$ cat src/rtl/dpram_arbiter.sv
// Two-requester arbiter for a shared dual-port RAM: independent round-robin
// write and read ports, plus a fill engine that takes over the write port.
module dpram_arbiter #(
  parameter int DW = 8,
  parameter int AW = 4
) (
  input  logic          clk,
  input  logic          reset,
  input  logic          wr_req_a,
  input  logic          wr_req_b,
  input  logic [AW-1:0] wr_addr_a,
  input  logic [AW-1:0] wr_addr_b,
  input  logic [DW-1:0] wr_data_a,
  input  logic [DW-1:0] wr_data_b,
  output logic          wr_gnt_a,
  output logic          wr_gnt_b,
  input  logic          rd_req_a,
  input  logic          rd_req_b,
  input  logic [AW-1:0] rd_addr_a,
  input  logic [AW-1:0] rd_addr_b,
  output logic          rd_gnt_a,
  output logic          rd_gnt_b,
  output logic          rd_valid_a,
  output logic          rd_valid_b,
  output logic [DW-1:0] rd_data,
  input  logic          fill_start,
  input  logic [DW-1:0] fill_data,
  output logic          fill_busy,
  output logic          fill_done,
  output logic          mem_write,
  output logic [AW-1:0] mem_waddr,
  output logic [DW-1:0] mem_wdata,
  output logic          mem_read,
  output logic [AW-1:0] mem_raddr,
  input  logic [DW-1:0] mem_rdata
);

  typedef enum logic {IDLE, FILL} state_t;

  state_t        state, state_next;
  logic [AW-1:0] counter;
  logic [DW-1:0] fill_val;
  logic          wr_ptr;  // 0 favours A, 1 favours B
  logic          rd_ptr;

  assign rd_data = mem_rdata;

  always_comb begin
    state_next = state;
    fill_busy  = 1'b0;
    fill_done  = 1'b0;
    case (state)
      IDLE: if (fill_start) state_next = FILL;
      FILL: begin
        fill_busy = 1'b1;
        fill_done = (counter == '1);
        if (counter == '1) state_next = IDLE;
      end
      default: state_next = IDLE;
    endcase
  end

  // Fill owns the write port outright; requesters see no grant meanwhile.
  always_comb begin
    wr_gnt_a  = 1'b0;
    wr_gnt_b  = 1'b0;
    mem_write = 1'b0;
    mem_waddr = '0;
    mem_wdata = '0;
    if (!reset) begin
      if (state == FILL) begin
        mem_write = 1'b1;
        mem_waddr = counter;
        mem_wdata = fill_val;
      end else begin
        wr_gnt_a = wr_req_a && (!wr_req_b || !wr_ptr);
        wr_gnt_b = wr_req_b && (!wr_req_a ||  wr_ptr);
        if (wr_gnt_a) begin
          mem_write = 1'b1;
          mem_waddr = wr_addr_a;
          mem_wdata = wr_data_a;
        end else if (wr_gnt_b) begin
          mem_write = 1'b1;
          mem_waddr = wr_addr_b;
          mem_wdata = wr_data_b;
        end
      end
    end
  end

  always_comb begin
    rd_gnt_a  = 1'b0;
    rd_gnt_b  = 1'b0;
    mem_read  = 1'b0;
    mem_raddr = '0;
    if (!reset) begin
      rd_gnt_a = rd_req_a && (!rd_req_b || !rd_ptr);
      rd_gnt_b = rd_req_b && (!rd_req_a ||  rd_ptr);
      if (rd_gnt_a) begin
        mem_read  = 1'b1;
        mem_raddr = rd_addr_a;
      end else if (rd_gnt_b) begin
        mem_read  = 1'b1;
        mem_raddr = rd_addr_b;
      end
    end
  end

  always_ff @(posedge clk) begin
    if (reset) begin
      state      <= IDLE;
      counter    <= '0;
      fill_val   <= '0;
      wr_ptr     <= 1'b0;
      rd_ptr     <= 1'b0;
      rd_valid_a <= 1'b0;
      rd_valid_b <= 1'b0;
    end else begin
      state <= state_next;
      if (state == IDLE && fill_start) begin
        counter  <= '0;
        fill_val <= fill_data;
      end else if (state == FILL) begin
        counter <= counter + 1'b1;
      end
      if (wr_gnt_a)      wr_ptr <= 1'b1;
      else if (wr_gnt_b) wr_ptr <= 1'b0;
      if (rd_gnt_a)      rd_ptr <= 1'b1;
      else if (rd_gnt_b) rd_ptr <= 1'b0;
      rd_valid_a <= rd_gnt_a;
      rd_valid_b <= rd_gnt_b;
    end
  end

endmodule

$ cat config.mk
export PLATFORM = sky130hd
export DESIGN_NAME = dpram_arbiter
export DESIGN_NICKNAME = d
export VERILOG_FILES = /design/src/rtl/dpram_arbiter.sv
export SDC_FILE = /design/constraint.sdc
export NUM_CORES = 1
export LEC_CHECK = 0
export ABC_AREA = 1
export BUFFER_PORTS_ARGS = -buffer_cell sky130_fd_sc_hd__buf_2
export CAP_MARGIN = 20
export CORE_UTILIZATION = 40
export DETAILED_ROUTE_END_ITERATION = 6
export PLACE_DENSITY = 0.79
export SYNTH_ARGS = -nofsm -noshare
export SYNTH_HDL_FRONTEND = slang
export SYNTH_SLANG_ARGS = --single-unit
$ cat constraint.sdc
create_clock -name clk -period 1.06 [get_ports clk]
set_input_delay 0.159 -clock clk [delete_from_list [all_inputs] [get_ports clk]]
set_output_delay 0.159 -clock clk [all_outputs]
set_load 0.03 [all_outputs]
Yosys cells after proc, flatten, opt, wreduce, memory -nomap -nowiden
Cells that the tools add are included.
{"block": "word_totals", "regBits": 17, "latchBits": 0, "ram_bits": 0, "romBits": 0, "out_inout_bits": 34, "wordCells": 61, "memories": 0}
{"block": "op_classes", "add_sub_neg": 1, "n_mul": 0, "n_div": 0, "order_cmp": 0, "n_eq_ne": 1, "n_shift": 0, "mux": 33, "n_bitwise": 1, "reduce_logical": 18}
{"op": "2-to-1 mux 8 bit", "n": 4}
{"op": "2-to-1 mux 4 bit", "n": 7}
{"op": "2-to-1 mux 1 bit", "n": 21}
{"op": "zero test 1 bit", "n": 6}
{"op": "logical AND 1 bit", "n": 5}
{"op": "adder 4 x 1 -> 4 bit (second input constant)", "n": 1}
{"op": "equality test 4 bit (second input constant)", "n": 1}
{"op": "logical OR 1 bit", "n": 4}
{"op": "nonzero test 2 bit", "n": 2}
{"op": "one-hot mux 1 bit (2 select lines)", "n": 1}
{"op": "OR reduction 2 bit", "n": 1}
{"op": "inverter 1 bit", "n": 1}

Logic depth before layout (Yosys ltp)
Gate-level depths: netlist (run 1).
{"block": "logic_depth", "ltp_word": 7, "depth_mapped": 7, "mapped_depth_nobuf": 6}

Worst setup path before layout (run 1)
No wires, ideal clock.
{"block": "synth_timing", "path_kind": "register to output", "from": "register state", "to": "output mem_waddr[1]", "arrival_ns": 1.417, "path_slack_ns": -0.516, "stages_incl_launch_ff": 7, "path_cell_list": "dfxtp_1 -> buf_6 -> nor2_2 -> inv_1 -> nor2_2 -> nand2_1 -> nand3_1"}
{"block": "synth_via", "elab_chain_cells": 2}
{"item": "start, declared", "line": "40", "source": "state_t state, state_next;"}
{"item": "start signal, assigned", "line": "119", "source": "state <= state_next;"}
{"item": "2-to-1 mux 4 bit", "line": "71", "source": "if (state == FILL) begin"}
{"item": "2-to-1 mux 4 bit", "line": "70", "source": "if (!reset) begin"}
{"item": "end, declared", "line": "31", "source": "output logic [AW-1:0] mem_waddr,"}
No other way between the ends.

Worst setup path after layout (run 1)
Ends and elaborated chain as after synthesis.

==> results.txt, run 1 <==
Slew @ Worst Pin = 209 ps
Nets = 353
I/O pins = 89
Final WL = 5.66 mm
Startpoint types = flip-flop
Placed Area = 1890 sq um
WS Path Type = reg2out
Post-Syn Area = 1220 sq um
Synth warn = 0
Tmin final = 1500 ps
Seq cells post-synth = 17
FP Rows = 19
Clk slew on worst S/H paths = 100 ps
Metal-1 WL = 2.07 mm
Clk Tree Root Cell = clkbuf_4
Area contributors post-synth = dfxtp_1 28%, nand3_1 13%, nor2_1 13%
First-pass GRT wire length = 7.87 mm
Routability cong. = 0.891
Overall routing resource usage = 31.6%
Die area = 3280 sq um
Setup TNS = -8890 ps
Syn-to-layout area delta = 98.3%
Yosys top cell area share = 27.8%
Routed via count = 1804
EDFF count, synth = 0
Initial antenna violation count = 0
Number of diodes = 0
Crit. End Element = output port
Post-route ant nets = 0
Setup slack after layout = -440 ps
Critical Path Fanout Max = 3
VDD IR-drop max = 0.672 mV
DRT iter0 DRCs = 95
CTS H-Tree Depth = 1
Final Non-Filler Cells = 327
Top_reg_cell synth = dfxtp_1
Ys async rst share = 0%
Status = finished with violations
Detailed Routing Iterations Pass 1 = 7
Register area share after synthesis = 27.8%
Synth area leader = dfxtp_1
Post-Place Worst Slack = -150 ps
CP dominant cell by count = buf_6
CP Data Required Time = 900 ps
Max_cap viols = 0
Clk_lat worst skew = 300 ps
Slowest stage cell, crit path = dfxtp_4
Core Area = 2830 sq um
GRT overflow = 0
CTS tree = yes
DR vias/cell = 5.52
Multi-input logic area = 1040 sq um
Placed cells = 316
Worst path cell trace = buf_6 -> nor2_4 -> nand4_1 -> nand3_4 -> buf_6
WL/cell = 17.3 um
Final design area excluding fillers = 2430 sq um
Number of buffers and inverters on the critical path = 2
Clock buffer depth = 2
FF+latch area = 355 sq um
Die W = 57.3 um
RSZ-0062 raised after global routing = true
Initial core utilization = 43.3%
Final setup violation count = 37
IO buf count = 72
Peak per-stage delay on the critical path = 380 ps
DP HPWL = 2.78 mm
Data arrival, critical path = 1340 ps
Leakage = 1.22 nW
Met2 Routed Length = 2.98 mm
Slew headroom = 86.0%
Num CTS Buffers = 3
Mean area per synthesized cell = 6.03 sq um
Synth Instances = 203
Top cell family by delay on the critical path = simple AND/OR/NAND/NOR gates
Failing checks = DRC, setup timing
Max layer used = met4
Max-slew violation count = 0
Fin crit share = 142%
Layout fillers = 150
Post-synthesis cell type count = 20
Share of cells above drive strength 1 = 66.9%
Hold Vio Cnt, Final = 0
Largest net degree at the start of global routing = 15
Met3 WL = 432 um
Net Count, Synth = 259
Number of hold buffers added after CTS = 0
Vias in the first global route = 1670
Worst hold path type = in2reg
Max Freq = 0.666 GHz
Fin Clk Skew = 13.6 ps
Drt drc = 7
TritonCTS Sinks = 17
Pwr per Cell Area = 932 nW/um^2
Die height = 57.3 um
-- stage by stage --
| step | total power [W] | hold WS [ps] | utilization (%) |
|---|---|---|---|
| after floorplan | 0.00131 | 305 | - |
| after global placement | 0.00156 | 318 | 66.7 |
| after detailed placement | 0.00157 | 318 | 66.7 |
| after CTS | 0.00207 | 94.9 | 78.5 |
| after global routing | 0.00237 | 125 | 85.8 |
| final | 0.00226 | 112 | 85.8 |
-- kinds of logic (layout without fill, tap and decap cells) --
kind of cell / count (synthesis) / count (layout) / synth area share (%)
AO/OA/AOI/OAI: 20 / 20 / 8.18
adder cells (fa/ha/maj): 1 / 1 / 1.02
buffers and inverters: 40 / 132 / 17.6
flip-flops: 17 / 17 / 27.8
AND/OR/NAND/NOR: 125 / 126 / 45.4
-- where the power goes --
group | internal (W) | switching (W) | leakage, nW
clock | 0.000146 | 0.000217 | 0.0150
combinational | 0.000519 | 0.000651 | 1.06
sequential | 0.000683 | 0.0000456 | 0.143
total | 0.00135 | 0.000914 | 1.22
-- what timing repair did --
action                                  CTS  global route
setup buffers                             3             4
gates cloned                              1             1
endpoints found under the setup margin   37            38
pin swaps                                19            15
resized for setup                        91            45
-- metal layers --
layer	track usage (%)	up-vias
li1	-	828
met1	35.2	852
met2	58.2	104
met3	6.80	20
met4	12.5	0
met5	0	-
-- registers in the layout (all words and copies together) (netlist names) --
name	cells
counter	4
fill_val	8
rd_ptr	1
rd_valid_a	1
rd_valid_b	1
state	1
wr_ptr	1
-- layout by cell type (no fill, tap or decap), drive strengths merged, types with 5 or more instances in the layout --
| cell type | n |
|---|---|
| nor2 | 45 |
| buf | 105 |
| nand3 | 33 |
| clkbuf | 5 |
| inv | 21 |
| dfxtp | 17 |
| a21oi | 7 |
| nand2 | 43 |
| o21ai | 13 |
-- area by class of cell --
cell class,instances,area share (%)
inverters,22,4.23
well taps,31,1.60
flip-flops and latches,17,14.6
multi-input cells,147,42.9
clock buffers,4,1.08
repair buffers,106,35.6
-- worst register-to-register path: stages (launching register included) --
cell and delay, ps:
dfxtp_4 400, inv_8 60, buf_6 120, buf_6 130, nand2_8 110, inv_8 70
nor2_2 100, nor2_1 50
-- synthesized netlist by cell type (2+ instances only) --
library cell / instances
nand3_1: 33
nand2_4: 3
buf_4: 11
nand2_1: 39
a21oi_1: 7
buf_6: 2
dfxtp_1: 17
nor2_2: 2
nor2_1: 43
inv_2: 3
inv_1: 18
o21ai_0: 13
buf_2: 5
-- worst paths after layout --
kind	to	slack [ps]	cells past startpoint	from
hold / removal	fill_val[1]	110	3	fill_data[1]
setup / recovery	mem_waddr[1]	-440	5	state
hold reg to reg	fill_val[4]	500	2	fill_val[4]
setup reg to reg	fill_val[1]	-80	7	state
No activity file was read; power rests on OpenSTA's default activity.
==> run 2: changes to the inputs <==
- CORE_UTILIZATION: 40 -> 44
- PLACE_DENSITY: 0.79 -> 0.88
- RECOVER_POWER: unset -> 100
- clock period: 1.06 -> 1.8 ns (I/O delays scaled with it)
==> run 2 against run 1 <==
The flow now finishes without violations. Power down 56%. Routed wire length down 45%. Die area down 8.8%. Count of clock-buffer cells in the layout down 1. Cell area down 37%. Non-clock buffer count down 32. First-iteration DRC count down 77%. Core utilization down 25 points. Clock power down 44%. Largest power group is now registers.
==> results.txt, run 2 (synthesized netlist as in run 1, its figures left out) <==
Postcts setup bufs = 0
Slew @ Worst Pin = 351 ps
R2R Path Start = state
Clk slew on worst S/H paths = 90 ps
Syn-to-layout area delta = 25.4%
Vias in the first global route = 1118
Fin crit share = 93.8%
Detailed Routing Iterations Pass 1 = 4
Worst path cell trace = buf_4 -> nor2_4 -> inv_1 -> nor2_2 -> nand2_1 -> nand3_1 -> buf_4
CP dominant cell by count = buf_4
Crit. End Element = output port
Largest Register = fill_val
Tmin final = 1690 ps
Initial core utilization = 48.1%
VDD IR-drop max = 0.442 mV
RSZ-0062 raised after global routing = false
Cell Int Power = 0.000615 W
WS Path Type = reg2out
Worst hold path type = in2reg
Sequential power share = 42.1%
Hold path start = reset
Final setup violation count = 0
Largest net degree at the start of global routing = 27
DP HPWL = 2.47 mm
Die height = 54.7 um
Clk Tree Root Cell = clkbuf_4
Die area = 3000 sq um
Number of diodes = 0
TritonCTS Sinks = 17
Net Switching = 0.000387 W
Number of hold buffers added after CTS = 0
CTS tree = yes
DRT iter0 DRCs = 22
Drt drc = 0
Clk pwr share = 20.4%
Max layer used = met4
Hold Vio Cnt, Final = 0
First-pass GRT wire length = 4.41 mm
Overall routing resource usage = 20.9%
Slew headroom = 76.4%
DR vias/cell = 4.88
IO buf count = 72
Core Area = 2540 sq um
Slowest stage cell, crit path = dfxtp_4
Initial antenna violation count = 0
Final design area excluding fillers = 1530 sq um
Share of cells above drive strength 1 = 31.6%
GRT overflow = 0
Placed Area = 1510 sq um
Die W = 54.7 um
Max_cap viols = 0
Max Freq = 0.592 GHz
Status = finished, final reports clean
Routed via count = 1429
Max-slew violation count = 0
Num CTS Buffers = 3
Routability cong. = 0.831
Hold slack = 214 ps
Nets = 320
Clk_lat worst skew = 300 ps
Data arrival, critical path = 1420 ps
I/O pins = 89
Sw frac = 38.6%
CP Data Required Time = 1530 ps
Commonest non-fill, non-tap cells in the layout = 47 x buf_2, 42 x nor2_1, 40 x nand2_1
Metal-1 WL = 1.41 mm
Combinational power share = 37.5%
CTS H-Tree Depth = 1
FP Rows = 18
Largest register FFs = 8
Met2 Routed Length = 1.41 mm
Reg2Reg Depth = 5
Flop2flop setup slack = 580 ps
Fin Clk Skew = 5.37 ps
Final WL = 3.12 mm
Most common cell after layout, fill and taps aside = buf_2
R2R Path End = fill_val[2]
Hold path depth = 2
Pwr per Cell Area = 653 nW/um^2
Critical Path Fanout Max = 6
Setup TNS = 0 ps
Peak per-stage delay on the critical path = 380 ps
Leading registers by flop count = fill_val (8), counter (4)
Leakage = 0.897 nW
Clock buffer depth = 2
Post-route ant nets = 0
WL/cell = 10.6 um
Startpoint types = flip-flop
Met3 WL = 223 um
Hold endpoint = rd_valid_b
-- run 2: timing repair --
action / 4_1_cts / 5_1_grt
endpoints found under the hold margin: 0 / 0
resized for setup: 0 / 11
endpoints found under the setup margin: 0 / 14
-- run 2: critical path: cells and delay by family, from the launching register on --
| family | cells | cell delay [ps] |
|---|---|---|
| buffers and inverters | 3 | 370 |
| and+or+nand+nor | 4 | 370 |
| DFF | 1 | 380 |
-- run 2: cell type report --
| class | count | area (sq um) |
|---|---|---|
| Clock buffer | 3 | 22.5 |
| Fill cell | 273 | 1010 |
| Clock inverter | 1 | 5.00 |
| Tap cell | 30 | 37.5 |
| Sequential cell | 17 | 345 |
| Multi-Input combinational cell | 146 | 663 |
| Timing Repair Buffer | 74 | 373 |
| Inverter | 22 | 87.6 |
-- run 2: metal layers --
layer	track usage, %	up-vias
li1	-	750
met1	24.0	610
met2	35.1	60
met3	4.72	9
met4	12.0	0
met5	0	-
-- run 2: per-stage QoR --
step / utilization (%) / std cells / setup slack, ps / power, W
global route: 60.3 / 293 / 7.83 / 0.00108
floorplan: - / 203 / 113 / 0.000727
finish: 60.3 / 293 / 111 / 0.00100
detailed placement: 59.2 / 289 / 261 / 0.000805
global placement: 59.2 / 289 / 278 / 0.000798
CTS: 60.3 / 293 / 30.8 / 0.00101
-- run 2: worst max-delay path by stage --
| stage | start | to | slack [ps] | cells after the start |
|---|---|---|---|---|
| final | state | mem_waddr[1] | 110 | 7 |
| after CTS | state | mem_waddr[1] | 30 | 7 |
| after floorplan | state | mem_waddr[1] | 110 | 6 |
| after detailed placement | wr_req_b | mem_waddr[0] | 260 | 7 |
| after global routing | state | mem_waddr[1] | 8 | 7 |
| after global placement | wr_req_b | mem_wdata[7] | 280 | 7 |
-- run 2: power groups by stage --
stage,Sequential [W],Clock [W],Combinational [W]
6_report,0.000422,0.000204,0.000375
5_1_grt,0.000425,0.000235,0.000419
4_1_cts,0.000419,0.000209,0.000378
3_5_place_dp,0.000428,0,0.000377
3_3_place_gp,0.000426,0,0.000371
2_1_floorplan,0.000431,0,0.000296
